==> config.mk <==
export PLATFORM = sky130hd
export DESIGN_NAME = print_uart_tx
export DESIGN_NICKNAME = d
export VERILOG_FILES = /design/src/rtl/print_uart_tx_pkg.sv /design/src/rtl/print_uart_tx_fifo.sv /design/src/rtl/print_uart_tx.sv
export SDC_FILE = /design/constraint.sdc
export NUM_CORES = 1
export LEC_CHECK = 0
export ABC_AREA = 1
export BUFFER_PORTS_ARGS = -buffer_cell sky130_fd_sc_hd__buf_2
export CORE_MARGIN = 1.5
export CORE_UTILIZATION = 35
export CTS_CLUSTER_SIZE = 28
export DETAILED_ROUTE_END_ITERATION = 8
export PLACE_DENSITY_LB_ADDON = 0.08
export RECOVER_POWER = 100
export SETUP_SLACK_MARGIN = 0.05
export SLEW_MARGIN = 25
export SYNTH_ARGS = -nofsm -noshare
export SYNTH_HDL_FRONTEND = slang
export SYNTH_SLANG_ARGS = --single-unit
==> constraint.sdc <==
create_clock -name clock -period 6.3 [get_ports clock]
set_input_delay 0.315 -clock clock [delete_from_list [all_inputs] [get_ports clock]]
set_output_delay 0.315 -clock clock [all_outputs]
set_load 0.02 [all_outputs]
==> src/rtl/print_uart_tx_pkg.sv <==
// Shared definitions for the print UART: FSM states, ASCII constants and the hex-digit encoder.
package print_uart_tx_pkg;

    typedef enum logic [2:0] {
        StIdle,
        StLoad,
        StStart,
        StData,
        StStop
    } state_e;

    localparam logic [7:0] Ascii0  = 8'h30;
    localparam logic [7:0] AsciiA  = 8'h41;
    localparam logic [7:0] AsciiLf = 8'h0A;

    function automatic logic [7:0] nibble_to_ascii(input logic [3:0] nib);
        if (nib < 4'd10) begin
            return Ascii0 + {4'h0, nib};
        end
        return AsciiA + {4'h0, nib} - 8'd10;
    endfunction

endpackage

==> src/rtl/print_uart_tx_fifo.sv <==
// Small synchronous FIFO buffering print words; dout shows the head entry while !empty.
module print_fifo #(
    parameter int unsigned DATA_W     = 32,
    parameter int unsigned FIFO_DEPTH = 4
) (
    input  logic              clock,
    input  logic              reset,
    input  logic              push,
    input  logic              pop,
    input  logic [DATA_W-1:0] din,
    output logic [DATA_W-1:0] dout,
    output logic              full,
    output logic              empty
);
    localparam int unsigned PtrW = $clog2(FIFO_DEPTH);

    logic [DATA_W-1:0] mem_q [FIFO_DEPTH];
    logic [PtrW-1:0]   wr_ptr_q, rd_ptr_q;
    logic [PtrW:0]     count_q;
    logic              do_push, do_pop;

    assign do_push = push && !full;
    assign do_pop  = pop && !empty;

    // Depth is a power of two, so pointers wrap naturally.
    always_ff @(posedge clock) begin
        if (reset) begin
            wr_ptr_q <= '0;
            rd_ptr_q <= '0;
            count_q  <= '0;
        end else begin
            if (do_push) wr_ptr_q <= wr_ptr_q + 1'b1;
            if (do_pop)  rd_ptr_q <= rd_ptr_q + 1'b1;
            case ({do_push, do_pop})
                2'b10:   count_q <= count_q + 1'b1;
                2'b01:   count_q <= count_q - 1'b1;
                default: count_q <= count_q;
            endcase
        end
    end

    always_ff @(posedge clock) begin
        if (do_push) mem_q[wr_ptr_q] <= din;
    end

    assign dout  = mem_q[rd_ptr_q];
    assign full  = (count_q == (PtrW + 1)'(FIFO_DEPTH));
    assign empty = (count_q == '0);

endmodule

==> src/rtl/print_uart_tx.sv <==
// Buffers CPU print words and sends each as 8 uppercase hex digits plus LF on a UART 8N1 line.
module print_uart_tx
    import print_uart_tx_pkg::*;
#(
    parameter int unsigned CLKS_PER_BIT = 16,
    parameter int unsigned FIFO_DEPTH   = 4,
    parameter int unsigned DATA_W       = 32
) (
    input  logic              clock,
    input  logic              reset,
    input  logic              print_valid,
    input  logic [DATA_W-1:0] print_data,
    output logic              print_ready,
    output logic              uart_tx,
    output logic              busy,
    output logic [7:0]        drop_count
);
    localparam int unsigned NumNibbles = DATA_W / 4;
    localparam int unsigned CharIdxW   = $clog2(NumNibbles + 1);
    localparam int unsigned BaudW      = $clog2(CLKS_PER_BIT);

    state_e              state_q, state_d;
    logic [BaudW-1:0]    baud_q, baud_d;
    logic [2:0]          bit_q, bit_d;
    logic [CharIdxW-1:0] char_idx_q, char_idx_d;
    logic [DATA_W-1:0]   shift_q, shift_d;
    logic [7:0]          tx_byte_q, tx_byte_d;
    logic                uart_tx_q, uart_tx_d;
    logic [7:0]          drop_q, drop_d;

    logic              fifo_pop, fifo_full, fifo_empty;
    logic [DATA_W-1:0] fifo_dout;
    logic              baud_last;

    print_fifo #(
        .DATA_W     (DATA_W),
        .FIFO_DEPTH (FIFO_DEPTH)
    ) u_fifo (
        .clock (clock),
        .reset (reset),
        .push  (print_valid && !fifo_full),
        .pop   (fifo_pop),
        .din   (print_data),
        .dout  (fifo_dout),
        .full  (fifo_full),
        .empty (fifo_empty)
    );

    always_ff @(posedge clock) begin
        if (reset) begin
            state_q    <= StIdle;
            baud_q     <= '0;
            bit_q      <= '0;
            char_idx_q <= '0;
            shift_q    <= '0;
            tx_byte_q  <= '0;
            uart_tx_q  <= 1'b1;
            drop_q     <= '0;
        end else begin
            state_q    <= state_d;
            baud_q     <= baud_d;
            bit_q      <= bit_d;
            char_idx_q <= char_idx_d;
            shift_q    <= shift_d;
            tx_byte_q  <= tx_byte_d;
            uart_tx_q  <= uart_tx_d;
            drop_q     <= drop_d;
        end
    end

    assign baud_last = (baud_q == BaudW'(CLKS_PER_BIT - 1));
    assign drop_d    = (print_valid && fifo_full && drop_q != 8'hFF) ? drop_q + 8'd1 : drop_q;

    always_comb begin
        state_d    = state_q;
        baud_d     = baud_q;
        bit_d      = bit_q;
        char_idx_d = char_idx_q;
        shift_d    = shift_q;
        tx_byte_d  = tx_byte_q;
        fifo_pop   = 1'b0;
        unique case (state_q)
            StIdle: begin
                if (!fifo_empty) begin
                    fifo_pop   = 1'b1;
                    shift_d    = fifo_dout;
                    char_idx_d = '0;
                    state_d    = StLoad;
                end
            end
            StLoad: begin
                // Shifting left keeps the next digit in the top nibble.
                if (char_idx_q == CharIdxW'(NumNibbles)) begin
                    tx_byte_d = AsciiLf;
                end else begin
                    tx_byte_d = nibble_to_ascii(shift_q[DATA_W-1 -: 4]);
                end
                shift_d = shift_q << 4;
                baud_d  = '0;
                state_d = StStart;
            end
            StStart: begin
                baud_d = baud_q + 1'b1;
                if (baud_last) begin
                    baud_d  = '0;
                    bit_d   = '0;
                    state_d = StData;
                end
            end
            StData: begin
                baud_d = baud_q + 1'b1;
                if (baud_last) begin
                    baud_d = '0;
                    if (bit_q == 3'd7) begin
                        state_d = StStop;
                    end else begin
                        bit_d = bit_q + 3'd1;
                    end
                end
            end
            StStop: begin
                baud_d = baud_q + 1'b1;
                if (baud_last) begin
                    baud_d = '0;
                    if (char_idx_q == CharIdxW'(NumNibbles)) begin
                        state_d = StIdle;
                    end else begin
                        char_idx_d = char_idx_q + 1'b1;
                        state_d    = StLoad;
                    end
                end
            end
            default: state_d = StIdle;
        endcase
    end

    // The line is registered, so it trails the state by one cycle.
    always_comb begin
        uart_tx_d = 1'b1;
        unique case (state_q)
            StStart: uart_tx_d = 1'b0;
            StData:  uart_tx_d = tx_byte_q[bit_q];
            default: uart_tx_d = 1'b1;
        endcase
    end

    assign uart_tx     = uart_tx_q;
    assign busy        = (state_q != StIdle) || !fifo_empty;
    assign print_ready = !fifo_full;
    assign drop_count  = drop_q;

endmodule

# After elaboration in Yosys (flattened, before gate mapping)

Memories as Yosys holds them, arrays and structs flattened. A register that Yosys moved wholly into a read port is not among the register bits.
Index checks and enable logic that the tools add are counted.

Add/sub/neg operators: 11
$mul: 0
Divide/modulo/power cells: 0
Order comparisons: 2
Equal/unequal tests: 18
Shift-type cells: 0
Muxes and demuxes: 35
Bitwise gates (word level): 0
Reduce and logical (&&, ||, !) cells: 21

Operators with widths:

| operator            | count |
|---|---|
| $pmux 32 s2         | 1 |
| $mux 32             | 1 |
| $mux 3              | 8 |
| $mux 8              | 3 |
| $mux 4              | 4 |
| $pmux 4 s2          | 2 |
| $pmux 3 s5          | 1 |
| $ne 2x2->1 const B  | 7 |
| $pmux 3 s2          | 2 |
| $reduce_bool 2->1   | 5 |
| $eq 3x3->1 const B  | 3 |
| $mux 1              | 9 |
| $add 4x1->4 const B | 2 |
| $add 7x4->8 const A | 1 |
| $add 8x1->8 const B | 1 |
| $eq 4x4->1 const B  | 2 |
| $ne 8x8->1 const B  | 1 |
| $reduce_and 4->1    | 2 |
| $sub 8x4->8 const B | 1 |
| $add 6x4->7 const A | 1 |
| $add 3x1->3 const B | 2 |
| $eq 3x2->1 const B  | 2 |
| $logic_not 3->1     | 2 |
| $logic_and 1x1->1   | 5 |
| 16 further kinds    | 19 |

Register bits: 70
Latch bits: 0
RAM bits: 128
Bits in read-only memories: 0
Bits of input ports: 35
Output and inout bits: 11
Word-level logic and storage cells: 99
Memories: 1

Memory list:

| memory       | depth | width | read ports | clocked after memory_dff | wr ports | line                     | source |
|---|---|---|---|---|---|---|---|
| u_fifo.mem_q | 4     | 32    | 1          | 1                        | 1        | print_uart_tx_fifo.sv:17 | `logic [DATA_W-1:0] mem_q [FIFO_DEPTH];` |

# Depth between registers and ports, before layout

Gate-level depths: netlist (run 1).

Depth in word-level cells: 6
Depth in mapped cells: 12
Gate-level depth less buffers: 11

# By module

A second synthesis (run 1) with hierarchy kept.

Cells, all modules: 797
Area total of the unflattened synthesis: 8,236.6 um2

By module, submodules not included:

| module        | instances | cells each | area each (um2) | seq. area each (um2) |
|---|---|---|---|---|
| print_fifo    | 1         | 379        | 5,276.3         | 4,023.9 |
| print_uart_tx | 1         | 418        | 2,960.3         | 1,241.2 |

# Worst setup path after synthesis (run 1)

OpenSTA, ideal clock, no wires.

Path type: reg-to-reg
Start: reg u_fifo.count_q[1]
End: mem u_fifo.mem_q[0][0] (enable)
Library setup time: 0.421 ns
Arrival time: 2.224 ns
Required time: 5.879 ns
Path slack: 3.655 ns
Cell stages (with the launch flop): 5
Buffers on the path: 0
Period minus slack after synthesis: 2.645 ns
Cells stage by stage: dfxtp_1 > inv_1 > nand3_1 > nand2_1 > nor2_1

Longest elaborated chain between the ends: 6

RTL lines:

| what                             | line                     | source |
|---|---|---|
| start, declared                  | print_uart_tx_fifo.sv:19 | `logic [PtrW:0] count_q;` |
| start signal, assigned           | print_uart_tx_fifo.sv:35 | `2'b10: count_q <= count_q + 1'b1;` |
| start signal, assigned           | print_uart_tx_fifo.sv:36 | `2'b01: count_q <= count_q - 1'b1;` |
| start signal, assigned           | print_uart_tx_fifo.sv:37 | `default: count_q <= count_q;` |
| $eq 3x3->1 (*)                   | print_uart_tx_fifo.sv:47 | `assign full = (count_q == (PtrW + 1)'(FIFO_DEPTH));` |
| $logic_not 1->1 (*)              | n/a                      |  |
| named net print_ready            | print_uart_tx.sv:13      | `output logic print_ready,` |
| $logic_and 1x1->1                | print_uart_tx.sv:41      | `.push (print_valid && !fifo_full),` |
| $logic_and 1x1->1 (*)            | print_uart_tx_fifo.sv:22 | `assign do_push = push && !full;` |
| $mux 1 (*)                       | print_uart_tx_fifo.sv:43 | `if (do_push) mem_q[wr_ptr_q] <= din;` |
| $mux 1 (not written as such) (*) | print_uart_tx_fifo.sv:43 |  |
| end, declared                    | print_uart_tx_fifo.sv:17 |  |

The timed path passes the listed nets; every way through them passes the cells marked *.

# Worst setup path after layout (run 1)

Start: reg u_fifo.count_q[0]
End: reg u_fifo.count_q[2]

Longest elaborated chain between the ends: 6
Elaborated cells on any way between the ends: 15
Those cells by class: 2 x add/sub; 3 x eq/ne; 3 x mux; 7 x reduce/logical

RTL lines:

| what                                                   | line                                                               | source |
|---|---|---|
| $logic_not 3->1 / $eq 3x3->1 (equally long branches)   | print_uart_tx_fifo.sv:48, print_uart_tx_fifo.sv:47                 |  |
| $mux 1 / $logic_not 1->1 (equally long branches)       | print_uart_tx.sv:84, print_uart_tx_fifo.sv:22, print_uart_tx.sv:41 |  |
| $mux 1 / $logic_and 1x1->1 (equally long branches)     | print_uart_tx.sv:82, print_uart_tx.sv:41                           |  |
| $logic_and 1x1->1, on equally long branches            | print_uart_tx_fifo.sv:23, print_uart_tx_fifo.sv:22                 |  |
| $eq 2x1->1 / $eq 2x2->1 (equally long branches)        | print_uart_tx_fifo.sv:34                                           | `case ({do_push, do_pop})` |
| $pmux 3 s2 / $reduce_bool 2->1 (equally long branches) | n/a                                                                |  |

Several ways; a longest one is shown, not always the timed one.
A chain may end at the register's enable or synchronous reset.

==> results of run 1 <==
[placed cells by master (no fill, tap or decap), drive strengths merged]
| master | Yosys | final |
|---|---|---|
| a21oi | 64 | 64 |
| o22a | 28 | 28 |
| ha | 12 | 12 |
| nand4 | 5 | 5 |
| o22ai | 4 | 4 |
| o21ai | 114 | 114 |
| nand3 | 16 | 16 |
| xor2 | 3 | 3 |
| or2 | 1 | 1 |
| edfxtp | 128 | 128 |
| nor3 | 3 | 3 |
| clkinv | 0 | 7 |
| nor2 | 161 | 161 |
| clkinvlp | 0 | 3 |
| o211ai | 2 | 2 |
| nand2 | 87 | 87 |
| a31oi | 2 | 2 |
| xnor2 | 1 | 1 |
| fa | 1 | 1 |
| buf | 18 | 6 |
| nor3b | 1 | 1 |
| inv | 50 | 55 |
| dfxtp | 71 | 71 |
| clkbuf | 19 | 64 |
[path summary, 6_finish.rpt]
path | start | endpoint | slack [ns] | cells past startpoint
worst max-delay path | u_fifo.count_q[0] | u_fifo.count_q[2] | 2.33 | 11
worst min register to register | tx_byte_q[0] | tx_byte_q[0] | 0.47 | 2
worst min-delay path | print_data[18] | u_fifo.mem_q[0][18] | 0.13 | 1
worst max register to register | u_fifo.count_q[0] | u_fifo.count_q[2] | 2.33 | 11
[state kept, by name, indices dropped and copies added (netlist names), named ones only]
register	flops
shift_q	32
tx_byte_q	7
u_fifo.count_q	3
u_fifo.rd_ptr_q	2
bit_q	3
u_fifo.mem_q	128
uart_tx	1
char_idx_q	4
u_fifo.wr_ptr_q	2
drop_count	8
baud_q	4
state_q	3
[stage by stage]
step                std cells  cell area (um^2)  setup slack [ns]  utilization [%]  hold WS, ns
floorplan                 791              8200              3.65                -        0.414
global placement         1120              8710              3.71             38.1        0.456
detailed placement       1120              8710              3.54             38.1        0.457
CTS                      1152              9260              3.53             40.5       0.0694
global route             1152              9120              1.93             39.9        0.119
finish                   1152              9120              2.33             39.9        0.133
[kinds of logic (layout without fill, tap and decap cells)]
kind of cell    Yosys count  after routing  synth area share (%)
simple gates            274            274                  13.4
compound gates          214            214                  15.1
flops                   199            199                  64.2
buf+inv                  87            135                  4.78
fa+ha+maj                13             13                  2.07
xor+xnor                  4              4                 0.427
[area by class of cell]
cell class | count | area share, %
Sequential cell | 199 | 57.7
Inverter | 50 | 2.09
Tap cell | 313 | 4.29
Clock buffer | 17 | 4.66
Clock inverter | 15 | 1.34
Timing Repair Buffer | 53 | 2.37
Multi-Input combinational cell | 505 | 27.5
[power by group through the flow]
stage                     combinational (uW)  clock [uW]  sequential [uW]
after CTS                               1270        1050             1700
after detailed placement                1270           0             1720
after global routing                    1370        1100             1720
after floorplan                          972           0             1700
final                                   1200        1010             1700
after global placement                  1230           0             1720
[metal layers]
metal	GRT usage, %	wire length (um)	up-vias
met3	3.33	580	19
li1	-	-	2802
met5	0	0	-
met4	5.40	274	0
met2	26.0	8700	96
met1	21.2	8800	2729
[worst max-delay path: stages (launching register included)]
cell	delay, ns
dfxtp_1	0.32
inv_1	0.09
nand3_1	0.16
inv_1	0.07
nor2_1	1.78
ha_1	0.39
inv_1	0.09
fa_1	0.39
a21oi_1	0.17
o21ai_0	0.14
o21ai_0	0.19
a21oi_1	0.06
==> metrics.md, run 1 <==
| Metric | Value |
|---|---|
| First-pass GRT wire length | 29.6 mm |
| Yosys top cell area share | 46.9% |
| Die footprint | 0.0244 mm^2 |
| Ant diodes | 0 |
| H-tree Lvls | 4 |
| Mapped Area | 0.00820 mm^2 |
| Hold Crit Class | in -> reg |
| Main flop type after synthesis | edfxtp_1 |
| Initial antenna violation count | 0 |
| Violated checks | capacitance limit, slew limit |
| Remaining DRCs | 0 |
| Syn Nets | 839 |
| Layout cells sized above 1 | 6.08% |
| CTS Buf Count | 17 |
| Fin Clk Skew | 0.0129 ns |
| Gpl congestion | 0.762 |
| Flop pwr share | 43.4% |
| Power density cells | 429 mW/mm^2 |
| # IOs | 46 |
| Post-CTS setup repair buffer count | 0 |
| Tmin final | 3.97 ns |
| Grt total ovfl | 0 |
| Area growth syn-to-layout | 11.2% |
| Worst setup EP type | register |
| Worst-path maximum fanout | 37 |
| DRT iter0 DRCs | 339 |
| Storage cell area | 0.00527 mm^2 |
| Pre-antenna DRT Iters | 4 |
| Vias/cell | 4.90 |
| Worst-Margin Slew | 2.50 ns |
| Total power | 3910 uW |
| Required time of the critical path | 6.61 ns |
| CTS Hold Bufs | 0 |
| Syn Inst Count | 791 |
| P_sw | 1440 uW |
| Effective utilization at floorplan | 35.9% |
| CTS Buffer Depth | 2 |
| Pin count of the biggest net entering global routing | 65 |
| Max-cap viol count | 6 |
| PostCTS Resize Cnt | 0 |
| Clock power frac | 25.9% |
| Slew Viols, Final | 210 |
| DR WL/cell | 15.9 um |
| Worst setup SP type | register |
| Core area | 0.0228 mm^2 |
| Total GRT Usage | 16.0% |
| Vias in the first global route | 5,482 |
| Synth area leader | edfxtp_1 |
| CTS tree | built |
| Register area share after synthesis | 64.2% |
| Outcome | finished, violations left |
| Clock Latency Late Sink | 0.43 ns |
| Area of the multi-input gates | 0.00251 mm^2 |
| CTS Sinks | 199 |
| Leakage | 0.00320 uW |
| Syn Area/Cell | 10.4 um^2 |
| Max Clock Freq | 252 MHz |
| FILL cells | 2,269 |
| Max-slew headroom | -66.8% |
| Pint | 2470 uW |
| Worst Setup Path Type | reg -> reg |
| Die H | 156 um |
| Most frequent cell after synthesis | nor2_1 |
| Die width | 156 um |
| Final net count | 874 |
| Peak supply drop | 0.200 mV |
| Switching share of power | 36.7% |
| Logic pwr share | 30.7% |
| Root buffer cell | clkbuf_16 |
| Via count | 5,646 |
| Cell variety after synth | 33 |
| Final setup viols | 0 |
| PortBufs | 45 |
| Ys async rst share | 0% |
| Yosys warning count | 0 |
| Synth top cells by count | nor2_1 (158), edfxtp_1 (128), o21ai_0 (102) |
| # rows | 55 |
| DP Wirelength | 10.8 mm |
| RSZ-0062 raised after global routing | false |
| Final-report hold violation count | 0 |
| WP data arrival | 4.28 ns |
| Setup TNS | 0 ns |
| Clk slew on worst S/H paths | 0.07 ns |
| Crit share post-route | 63.0% |
| Routed WL | 18.4 mm |
| Number of synthesized flops with an enable pin | 128 |
| DRT antenna net count | 0 |
| Synth area leaders | edfxtp_1 (47%), dfxtp_1 (17%), nor2_1 (7.2%) |
| Synth Register Bits | 199 |
No activity file was read; power rests on OpenSTA's default activity.
==> inputs of run 2 (changes only) <==
--- a/config.mk
+++ b/config.mk
@@ -5,7 +5,7 @@
 export SDC_FILE = /design/constraint.sdc
 export NUM_CORES = 1
 export LEC_CHECK = 0
-export ABC_AREA = 1
+export ABC_AREA = 0
 export BUFFER_PORTS_ARGS = -buffer_cell sky130_fd_sc_hd__buf_2
 export CORE_MARGIN = 1.5
 export CORE_UTILIZATION = 35
==> constraint.sdc (replaced) <==
create_clock -name clock -period 4.16 [get_ports clock]
set_input_delay 0.208 -clock clock [delete_from_list [all_inputs] [get_ports clock]]
set_output_delay 0.208 -clock clock [all_outputs]
set_load 0.02 [all_outputs]
==> metrics.md, run 2 <==
| Metric | Value |
|---|---|
| CTS Buffer Depth | 2 |
| Final setup viols | 0 |
| Area growth syn-to-layout | 16.5% |
| Largest register FFs | 128 |
| Via count | 4,692 |
| Slew Viols, Final | 164 |
| Total GRT Usage | 14.4% |
| PortBufs | 45 |
| # rows | 54 |
| CTS tree | built |
| Fin Clk Skew | 0.00892 ns |
| Initial antenna violation count | 0 |
| Die width | 154 um |
| Min Hold Slack | 0.213 ns |
| Post-Place Cells | 860 |
| Synth area leader | edfxtp_1 |
| Max Clock Freq | 324 MHz |
| Yosys top cell area share | 48.3% |
| Leakage | 0.00299 uW |
| Number of synthesized flops with an enable pin | 128 |
| Setup TNS | 0 ns |
| Max-slew headroom | -57.3% |
| FILL cells | 2,066 |
| Post-CTS setup repair buffer count | 0 |
| Required time of the critical path | 4.53 ns |
| Synth area leaders | edfxtp_1 (48%), dfxtp_1 (18%), mux4_2 (9.3%) |
| Syn Nets | 603 |
| Effective utilization at floorplan | 36.1% |
| Die H | 154 um |
| Largest register by flop count | u_fifo.mem_q |
| CTS Buf Count | 17 |
| Clock power frac | 30.1% |
| Register-to-register setup slack | 1.07 ns |
| Synth top cells by count | edfxtp_1 (128), dfxtp_1 (71), nand2_1 (54) |
| Layout Cells excl Fill | 924 |
| Fin util | 42.1% |
| Hold EP | drop_count[1] |
| DRT iter0 DRCs | 307 |
| H-tree Lvls | 4 |
| Power density cells | 610 mW/mm^2 |
| DR WL/cell | 17.3 um |
| Peak supply drop | 0.316 mV |
| Main flop type after synthesis | edfxtp_1 |
| Syn Inst Count | 555 |
| Most frequent cell after synthesis | edfxtp_1 |
| Syn Area/Cell | 14.3 um^2 |
| Worst-Margin Slew | 2.36 ns |
| Reg2reg start | state_q[2] |
| Yosys warning count | 0 |
| Worst-path maximum fanout | 31 |
| Core area | 0.0220 mm^2 |
| Crit share post-route | 74.2% |
| Cell variety after synth | 64 |
| Worst R2R End | shift_q[31] |
| Grt total ovfl | 0 |
| Worst Setup Path Type | reg -> reg |
| Tmin final | 3.09 ns |
| Worst setup EP type | register |
| First-pass GRT wire length | 26.0 mm |
| Die footprint | 0.0236 mm^2 |
| Synth Register Bits | 199 |
| Min-delay src | reset |
| Clock Latency Late Sink | 0.44 ns |
| Switching share of power | 31.2% |
| Layout cells sized above 1 | 12.4% |
| Mapped Area | 0.00795 mm^2 |
| Worst setup SP type | register |
| Gpl congestion | 0.748 |
| Final net count | 679 |
| Vias in the first global route | 4,817 |
| Routed WL | 16.0 mm |
| Most frequent cells in the layout | edfxtp_1 (128), dfxtp_1 (70), nand2_1 (54) |
| Most common cell after layout, fill and taps aside | edfxtp_1 |
| # IOs | 46 |
| Root buffer cell | clkbuf_16 |
| Pint | 3890 uW |
| Pin count of the biggest net entering global routing | 45 |
| Logic pwr share | 22.6% |
| Remaining DRCs | 0 |
| Clk slew on worst S/H paths | 0.08 ns |
| Total power | 5650 uW |
| Ant diodes | 0 |
| RSZ-0062 raised after global routing | false |
| Outcome | finished, violations left |
| Hold Crit Class | in -> reg |
| Vias/cell | 5.08 |
| DRT antenna net count | 0 |
| P_sw | 1760 uW |
| Max-cap viol count | 5 |
| Hold Crit Depth | 2 |
| DP Wirelength | 9.60 mm |
| WP data arrival | 3.46 ns |
| Register area share after synthesis | 66.2% |
| Final-report hold violation count | 0 |
| Violated checks | capacitance limit, slew limit |
| Flop pwr share | 47.3% |
| Pre-antenna DRT Iters | 5 |
| Ys async rst share | 0% |
| CTS Sinks | 199 |
| Worst-case reg-to-reg path depth | 5 |
## run 2: critical path: stages, from the launching register on
cell and delay (ns):
dfxtp_1 0.76, nor3b_1 0.12, clkbuf_1 0.62, a21oi_2 1.17, a22oi_1 0.15, a21oi_1 0.19
## run 2: power by group through the flow
| stage | logic [uW] | registers [uW] | clock network (uW) |
|---|---|---|---|
| 2_1_floorplan | 1070 | 2610 | 0 |
| 3_3_place_gp | 1310 | 2700 | 0 |
| 3_5_place_dp | 1330 | 2720 | 0 |
| 4_1_cts | 1350 | 2680 | 1740 |
| 5_1_grt | 1430 | 2720 | 1810 |
| 6_report | 1280 | 2670 | 1700 |
## run 2: final cells by class
class | count | area (um^2) | share of cell area, %
well taps | 280 | 350 | 3.78
multi-input cells | 313 | 2450 | 26.4
clock inverters | 15 | 181 | 1.96
flip-flops and latches | 199 | 5270 | 56.8
inverters | 14 | 52.6 | 0.567
repair buffers | 86 | 541 | 5.83
clock buffers | 17 | 425 | 4.59
## run 2: layer usage
layer / vias to the layer above / wire length [um] / track usage, %
met5: - / 0 / 0
met4: 0 / 275 / 5.69
met3: 18 / 451 / 2.62
met2: 70 / 7850 / 24.5
met1: 2331 / 7390 / 18.3
li1: 2273 / - / -
## run 2: worst max path at each step
stage,start,end,slack (ns),cells after the start
finish,state_q[2],shift_q[31],1.07,5
global route,state_q[2],shift_q[31],0.68,5
global placement,state_q[2],u_fifo.count_q[2],1.62,9
CTS,state_q[2],u_fifo.count_q[2],1.47,9
floorplan,state_q[0],u_fifo.count_q[2],1.80,10
detailed placement,state_q[2],u_fifo.count_q[2],1.48,9
## run 2: cell families after synthesis
family | after synthesis | synth area share [%]
AOI/OAI and AO/OA | 118 | 9.33
xor gates and xnor gates | 8 | 0.881
adders and majority gates | 13 | 2.14
buffers and inverters | 43 | 2.64
DFF | 199 | 66.2
muxes | 40 | 10.2
and+or+nand+nor | 134 | 8.53
## run 2: timing repair
action,CTS,global route
hold endpoints to repair,125,0
hold buffers,32,0
resized for setup,0,0
## run 2: per-stage QoR
step / instance area, um^2 / worst slack (ns)
3_5_place_dp: 8440 / 1.48
5_1_grt: 9260 / 0.683
4_1_cts: 9370 / 1.47
6_report: 9260 / 1.07
3_3_place_gp: 8440 / 1.62
2_1_floorplan: 7950 / 1.80
